--- src/rtl/uart_rx_pkg.sv ---
// Shared types and constants for the UART receive controller.
package uart_rx_pkg;

   localparam int unsigned DEF_DATA_BITS = 8;
   localparam int unsigned EDGE_W        = 6;
   localparam int unsigned BIT_W         = 4;

   localparam logic [EDGE_W-1:0] PRESCALE_8  = 6'd8;
   localparam logic [EDGE_W-1:0] PRESCALE_16 = 6'd16;
   localparam logic [EDGE_W-1:0] PRESCALE_32 = 6'd32;

   typedef enum logic [2:0] {
      StIdle,
      StStart,
      StData,
      StParity,
      StStop,
      StDone
   } rx_state_e;

   // Index of the final oversampling edge within one bit period.
   function automatic logic [EDGE_W-1:0] last_edge_of(input logic [EDGE_W-1:0] prescale);
      return prescale - 1'b1;
   endfunction

endpackage

--- src/rtl/uart_rx_fsm_if.sv ---
// Pin-side and datapath-side signals of the UART receive controller.
interface uart_rx_fsm_if;
   import uart_rx_pkg::*;

   logic              RX_IN;
   logic [EDGE_W-1:0] prescale;
   logic              PAR_EN;
   logic              sample_bit;
   logic              par_err;
   logic              stp_err;

   logic [EDGE_W-1:0] edge_cnt;
   logic [BIT_W-1:0]  bit_cnt;
   logic              data_samp_en;
   logic              deser_en;
   logic              par_chk_en;
   logic              stp_chk_en;
   logic              data_valid;
   logic              frame_err;
   logic              parity_err;

   modport master (
      input  RX_IN, prescale, PAR_EN, sample_bit, par_err, stp_err,
      output edge_cnt, bit_cnt, data_samp_en, deser_en, par_chk_en, stp_chk_en,
             data_valid, frame_err, parity_err
   );

   modport slave (
      output RX_IN, prescale, PAR_EN, sample_bit, par_err, stp_err,
      input  edge_cnt, bit_cnt, data_samp_en, deser_en, par_chk_en, stp_chk_en,
             data_valid, frame_err, parity_err
   );

endinterface

--- src/rtl/edge_bit_counter.sv ---
// Oversampling edge counter and frame bit counter; edge wraps at prescale-1.
module edge_bit_counter
   import uart_rx_pkg::*;
(
   input  logic              CLK,
   input  logic              RST,
   input  logic              en,
   input  logic              clr,
   input  logic [EDGE_W-1:0] prescale,
   output logic [EDGE_W-1:0] edge_cnt,
   output logic [BIT_W-1:0]  bit_cnt,
   output logic              last_edge
);

   logic [EDGE_W-1:0] edge_q;
   logic [BIT_W-1:0]  bit_q;

   assign last_edge = (edge_q == last_edge_of(prescale));
   assign edge_cnt  = edge_q;
   assign bit_cnt   = bit_q;

   always_ff @(posedge CLK or posedge RST) begin
      if (RST) begin
         edge_q <= '0;
         bit_q  <= '0;
      end else if (clr) begin
         edge_q <= '0;
         bit_q  <= '0;
      end else if (en) begin
         if (last_edge) begin
            edge_q <= '0;
            bit_q  <= bit_q + 1'b1;
         end else begin
            edge_q <= edge_q + 1'b1;
         end
      end
   end

endmodule

--- src/rtl/uart_rx_fsm.sv ---
// Frame-level UART receive controller: start detection, bit sequencing, checker strobes
// and one-cycle outcome pulses. Outputs decode only registered state, flags and counters.
module uart_rx_fsm #(
   parameter int unsigned DATA_BITS = uart_rx_pkg::DEF_DATA_BITS
) (
   input logic           CLK,
   input logic           RST,
   uart_rx_fsm_if.master bus
);
   import uart_rx_pkg::*;

   localparam logic [BIT_W-1:0] LastDataBit = BIT_W'(DATA_BITS);

   rx_state_e         state_q, state_d;
   logic [EDGE_W-1:0] prescale_q;
   logic              par_en_q;
   logic              glitch_q;
   logic              par_q;
   logic              stp_q;

   logic [EDGE_W-1:0] edge_cnt;
   logic [BIT_W-1:0]  bit_cnt;
   logic              last_edge;
   logic              counting;
   logic              checkpoint;
   logic              start_entry;
   logic [EDGE_W-1:0] check_edge;

   assign counting    = (state_q == StStart) || (state_q == StData) ||
                        (state_q == StParity) || (state_q == StStop);
   assign check_edge  = last_edge_of(prescale_q) - 1'b1;
   assign checkpoint  = (edge_cnt == check_edge);
   assign start_entry = (state_d == StStart) && ((state_q == StIdle) || (state_q == StDone));

   // Counters sit cleared while idle, so every frame starts from edge 0 / bit 0.
   edge_bit_counter u_counter (
      .CLK       (CLK),
      .RST       (RST),
      .en        (counting),
      .clr       (!counting),
      .prescale  (prescale_q),
      .edge_cnt  (edge_cnt),
      .bit_cnt   (bit_cnt),
      .last_edge (last_edge)
   );

   always_ff @(posedge CLK or posedge RST) begin
      if (RST) begin
         state_q <= StIdle;
      end else begin
         state_q <= state_d;
      end
   end

   always_comb begin
      state_d = state_q;
      unique case (state_q)
         StIdle:   if (!bus.RX_IN) state_d = StStart;
         StStart:  if (last_edge) state_d = glitch_q ? StIdle : StData;
         StData: begin
            if (last_edge && (bit_cnt == LastDataBit)) begin
               state_d = par_en_q ? StParity : StStop;
            end
         end
         StParity: if (last_edge) state_d = StStop;
         StStop:   if (last_edge) state_d = StDone;
         StDone:   state_d = bus.RX_IN ? StIdle : StStart;
         default:  state_d = StIdle;
      endcase
   end

   // Frame configuration and checker results captured for the frame in flight.
   always_ff @(posedge CLK or posedge RST) begin
      if (RST) begin
         prescale_q <= PRESCALE_8;
         par_en_q   <= 1'b0;
         glitch_q   <= 1'b0;
         par_q      <= 1'b0;
         stp_q      <= 1'b0;
      end else if (start_entry) begin
         prescale_q <= bus.prescale;
         par_en_q   <= bus.PAR_EN;
         glitch_q   <= 1'b0;
         par_q      <= 1'b0;
         stp_q      <= 1'b0;
      end else begin
         if ((state_q == StStart) && checkpoint) glitch_q <= bus.sample_bit;
         if ((state_q == StParity) && last_edge) par_q <= bus.par_err;
         if ((state_q == StStop) && last_edge) stp_q <= bus.stp_err;
      end
   end

   assign bus.edge_cnt     = edge_cnt;
   assign bus.bit_cnt      = bit_cnt;
   assign bus.data_samp_en = counting;
   assign bus.deser_en     = (state_q == StData) && checkpoint;
   assign bus.par_chk_en   = (state_q == StParity) && checkpoint;
   assign bus.stp_chk_en   = (state_q == StStop) && checkpoint;
   assign bus.frame_err    = ((state_q == StStart) && last_edge && glitch_q) ||
                             ((state_q == StDone) && stp_q);
   assign bus.parity_err   = (state_q == StDone) && !stp_q && par_q;
   assign bus.data_valid   = (state_q == StDone) && !stp_q && !par_q;

endmodule

--- src/flat_wrapper.sv ---
// flat-port wrapper written by rule: the top's interface ports become plain ports
module uart_rx_fsm_flat import uart_rx_pkg::*;
#(
   parameter int unsigned DATA_BITS = uart_rx_pkg::DEF_DATA_BITS
)
  (CLK, RST, bus_RX_IN, bus_prescale, bus_PAR_EN, bus_sample_bit, bus_par_err, bus_stp_err, bus_edge_cnt, bus_bit_cnt, bus_data_samp_en, bus_deser_en, bus_par_chk_en, bus_stp_chk_en, bus_data_valid, bus_frame_err, bus_parity_err);
  uart_rx_fsm_if bus_i ();
  input logic CLK;
  input logic RST;
  input wire logic [$bits(bus_i.RX_IN)-1:0] bus_RX_IN;
  input wire logic [$bits(bus_i.prescale)-1:0] bus_prescale;
  input wire logic [$bits(bus_i.PAR_EN)-1:0] bus_PAR_EN;
  input wire logic [$bits(bus_i.sample_bit)-1:0] bus_sample_bit;
  input wire logic [$bits(bus_i.par_err)-1:0] bus_par_err;
  input wire logic [$bits(bus_i.stp_err)-1:0] bus_stp_err;
  output wire logic [$bits(bus_i.edge_cnt)-1:0] bus_edge_cnt;
  output wire logic [$bits(bus_i.bit_cnt)-1:0] bus_bit_cnt;
  output wire logic [$bits(bus_i.data_samp_en)-1:0] bus_data_samp_en;
  output wire logic [$bits(bus_i.deser_en)-1:0] bus_deser_en;
  output wire logic [$bits(bus_i.par_chk_en)-1:0] bus_par_chk_en;
  output wire logic [$bits(bus_i.stp_chk_en)-1:0] bus_stp_chk_en;
  output wire logic [$bits(bus_i.data_valid)-1:0] bus_data_valid;
  output wire logic [$bits(bus_i.frame_err)-1:0] bus_frame_err;
  output wire logic [$bits(bus_i.parity_err)-1:0] bus_parity_err;
  assign bus_i.RX_IN = bus_RX_IN;
  assign bus_i.prescale = bus_prescale;
  assign bus_i.PAR_EN = bus_PAR_EN;
  assign bus_i.sample_bit = bus_sample_bit;
  assign bus_i.par_err = bus_par_err;
  assign bus_i.stp_err = bus_stp_err;
  assign bus_edge_cnt = bus_i.edge_cnt;
  assign bus_bit_cnt = bus_i.bit_cnt;
  assign bus_data_samp_en = bus_i.data_samp_en;
  assign bus_deser_en = bus_i.deser_en;
  assign bus_par_chk_en = bus_i.par_chk_en;
  assign bus_stp_chk_en = bus_i.stp_chk_en;
  assign bus_data_valid = bus_i.data_valid;
  assign bus_frame_err = bus_i.frame_err;
  assign bus_parity_err = bus_i.parity_err;
  uart_rx_fsm #(.DATA_BITS(DATA_BITS)) u_core (.CLK(CLK), .RST(RST), .bus(bus_i));
endmodule
--- config.mk ---
export PLATFORM = sky130hd
export DESIGN_NAME = uart_rx_fsm_flat
export DESIGN_NICKNAME = d
export VERILOG_FILES = /design/src/rtl/uart_rx_pkg.sv /design/src/rtl/uart_rx_fsm_if.sv /design/src/rtl/edge_bit_counter.sv /design/src/rtl/uart_rx_fsm.sv /design/src/flat_wrapper.sv
export SDC_FILE = /design/constraint.sdc
export NUM_CORES = 1
export LEC_CHECK = 0
export ABC_CLOCK_PERIOD_IN_PS = 3390
export BUFFER_PORTS_ARGS = -buffer_cell sky130_fd_sc_hd__buf_2
export CAP_MARGIN = 20
export CORE_ASPECT_RATIO = 0.8
export CORE_UTILIZATION = 30
export DETAILED_ROUTE_END_ITERATION = 8
export SYNTH_ARGS = -nofsm -noshare
export SYNTH_HDL_FRONTEND = slang
export SYNTH_SLANG_ARGS = --single-unit
--- constraint.sdc ---
create_clock -name CLK -period 3.39 [get_ports CLK]
set_input_delay 0.339 -clock CLK [delete_from_list [all_inputs] [get_ports CLK]]
set_output_delay 0.339 -clock CLK [all_outputs]
set_load 0.05 [all_outputs]
==> metrics.md <==
| Metric | Value |
|---|---|
| Critical path launch point type | `flip-flop` |
| Fmax | `0.3285 GHz` |
| Clock tree from TritonCTS | `yes` |
| Pin count of the biggest net entering global routing | `24` |
| Clock buffer count from CTS | `3` |
| H-Tree Depth | `1` |
| Mapped Area | `1448 sq um` |
| Hold buffers post-CTS | `0` |
| Total vias in the final route | `1214` |
| Placed cells | `251` |
| Run status | `completed` |
| Detailed-route wire length per cell | `12.33 um` |
| Insertion delay to the later sink of the worst-skew pair | `0.26 ns` |
| Distinct cell type count of the synthesized netlist | `40` |
| Post-CTS Setup Bufs | `0` |
| Most common cell after layout, fill and taps aside | `buf_2` |
| Number of nets in the layout | `214` |
| Period Utilization, post-route | `89.81%` |
| Average cell area after synthesis | `8.566 sq um` |
| Starting density of the core | `31.30%` |
| Capturing element type of the critical path | `primary output` |
| Yosys warnings | `0` |
| Slew margin rel. | `39.33%` |
| Die boundary height | `64.13 um` |
| Length in cells of the worst reg-to-reg path | `8` |
| Clock transition at the register clock pins on the worst setup and hold paths after CTS | `0.09 ns` |
| MaxCap Viol Count | `0` |
| Vias in the first global route | `1063` |
| First-pass GRT wire length | `5.216 mm` |
| Core Footprint | `4624 sq um` |
| Pwr dens | `912.1 nW/um^2` |
| PostCTS Resize Cnt | `0` |
| Violation count after the first detailed-routing iteration | `48` |
| Slew Limit Fails | `0` |
| Sequential-to-total area share from yosys stat | `39.84%` |
| Total Wirelength | `3.145 mm` |
| Area growth, synth to finish | `15.73%` |
| Remaining number of nets flagged by the antenna check after routing | `0` |
| Asr flop ratio synth | `100.0%` |
| Gr usage total | `13.19%` |
| Hold violation total from the final report | `0` |
| Post-route worst hold slack | `0.2507 ns` |
| Proportion of layout cells with a drive suffix above 1 | `17.95%` |
| Placer's final routability congestion estimate | `0.8655` |
| Worst path arrival time | `2.71 ns` |
| Post-layout instance count excluding filler cells | `255` |
| Worst EP required | `3.05 ns` |
| Unrepaired setup endpoints after global routing | `no` |
| Number of port buffers | `29` |
| Total negative slack for setup checks | `0 ns` |
| Most used cells in the layout excluding fill and tap cells | `buf_2, nand2_1, dfrtp_1` |
| Via/cell ratio | `4.761` |
| CTS Sinks | `23` |
| Placement-stage cell area | `1630 sq um` |
| Dominant synthesized flop cell | `dfrtp_1` |
| Tightest Pin Transition | `0.9091 ns` |
| # DRC | `0` |
| IR drop worst, VDD | `0.7086 mV` |
| Final standard cell area without fillers | `1675 sq um` |
| Die area | `5109 sq um` |
| EDFF count, synth | `0` |
| Worst hold path depth | `3` |
| Final worst path period need | `3.045 ns` |
| Number of filler instances in the final layout | `492` |
| Crit path kind | `reg -> out` |
| Total Power Consumption | `1.528 mW` |
| 1st-pass router iterations | `4` |
| CP Max Fanout | `9` |
| Setup Viol. Count Final | `0` |
| Row Count | `22` |
| Root buf cell | `clkbuf_8` |
| Diode insertion count for antenna repair | `0` |
| Clock tree buffer depth | `2` |
| Die boundary width | `79.67 um` |
| Remaining global-route overflow | `0` |
| I/O pin count | `30` |
| Antenna violations before repair | `0` |
| Post-route clock skew | `0.007818 ns` |
| Count of mapped cells out of synthesis | `169` |
| Hold WC Path Type | `in -> reg` |
| Count of state elements after synthesis | `23` |
| Synthesized net count | `187` |
| DP HPWL | `2.445 mm` |
| Leakage power figure | `0.8220 nW` |
per-layer routing:
| metal | routed length (um) | track usage [%] |
|---|---|---|
| met1 | 1670 | 20.36 |
| met2 | 1287 | 18.38 |
| met3 | 174 | 3.857 |
| met4 | 12 | 1.364 |
| met5 | 0 | 0 |
where the power goes:
| group | total (mW) | switching (mW) | internal [mW] |
|---|---|---|---|
| clock network | 0.171 | 0.0869 | 0.0838 |
| registers | 0.526 | 0.153 | 0.373 |
| logic | 0.832 | 0.521 | 0.310 |
| total | 1.53 | 0.761 | 0.767 |
per-stage QoR:
stage	setup slack (ns)	utilization [%]
floorplan	0.2001	-
global placement	0.7457	35.25
detailed placement	0.6477	35.25
CTS	0.3386	36.23
global route	0.1476	36.23
finish	0.3455	36.23
final timing paths:
path                                                  startpoint  slack (ns)                               end
worst max-delay path            u_core.prescale_q[0]$_DFFE_PP0P_        0.35                      bus_deser_en
worst min-delay path                             bus_prescale[3]        0.25  u_core.prescale_q[3]$_DFFE_PP1P_
worst max register to register  u_core.prescale_q[0]$_DFFE_PP0P_        0.68       u_core.state_q[1]$_DFF_PP0_
worst min register to register       u_core.par_en_q$_DFFE_PP0P_        0.52       u_core.par_en_q$_DFFE_PP0P_
max in group asynchronous                                    RST        2.57  u_core.prescale_q[4]$_DFFE_PP0P_
min in group asynchronous                                    RST        0.26       u_core.par_en_q$_DFFE_PP0P_
cell families after synthesis:
family	synth area share, %
AND/OR/NAND/NOR	28.44
flip-flops	39.84
AO/OA/AOI/OAI	9.680
XOR/XNOR	10.89
buffers and inverters	5.445
adder cells (fa/ha/maj)	4.322
multiplexers	1.383
cell type report:
cell class	instances	area, sq um	area share [%]
Tap cell	60	75.07	4.481
Sequential cell	23	576.8	34.43
Clock buffer	4	45.04	2.689
Timing Repair Buffer	29	145.1	8.663
Inverter	11	41.29	2.465
Multi-Input combinational cell	128	792.0	47.27
registers in the layout, indices dropped and copies added, names as in the netlist:
register,count
u_core.par_q,1
u_core.u_counter.edge_cnt,6
u_core.state_q,3
u_core.stp_q,1
u_core.u_counter.bit_cnt,4
u_core.par_en_q,1
u_core.glitch_q,1
u_core.prescale_q,6
Yosys cell counts, types with 2 or more instances:
cell type	n	area (sq um)
inv_1	10	37.54
nor3_1	3	15.01
nand4_1	2	12.51
clkbuf_1	2	7.510
and3_1	5	31.28
nor2_1	21	78.83
buf_2	3	15.01
nor4b_1	2	17.52
o31ai_1	3	22.52
nand3b_1	2	15.01
nand3_1	6	30.03
xnor2_1	9	78.83
a21oi_1	3	15.01
xor2_1	9	78.83
dfrtp_1	22	550.5
nand2b_1	3	18.77
o21ai_0	5	25.02
ha_1	5	62.56
o211ai_1	4	30.03
buf_4	2	15.01
mux2i_1	2	20.02
nand2_1	28	105.1
critical path, stage by stage (launching register included):
cell	delay (ns)
dfrtp_1	0.49
inv_1	0.13
ha_1	0.33
xor2_1	0.21
nor3b_1	0.22
a2bb2oi_1	0.17
o211ai_1	0.14
or2_1	0.28
nor3_1	0.17
buf_2	0.29
Power figures use the tool's default switching activity.
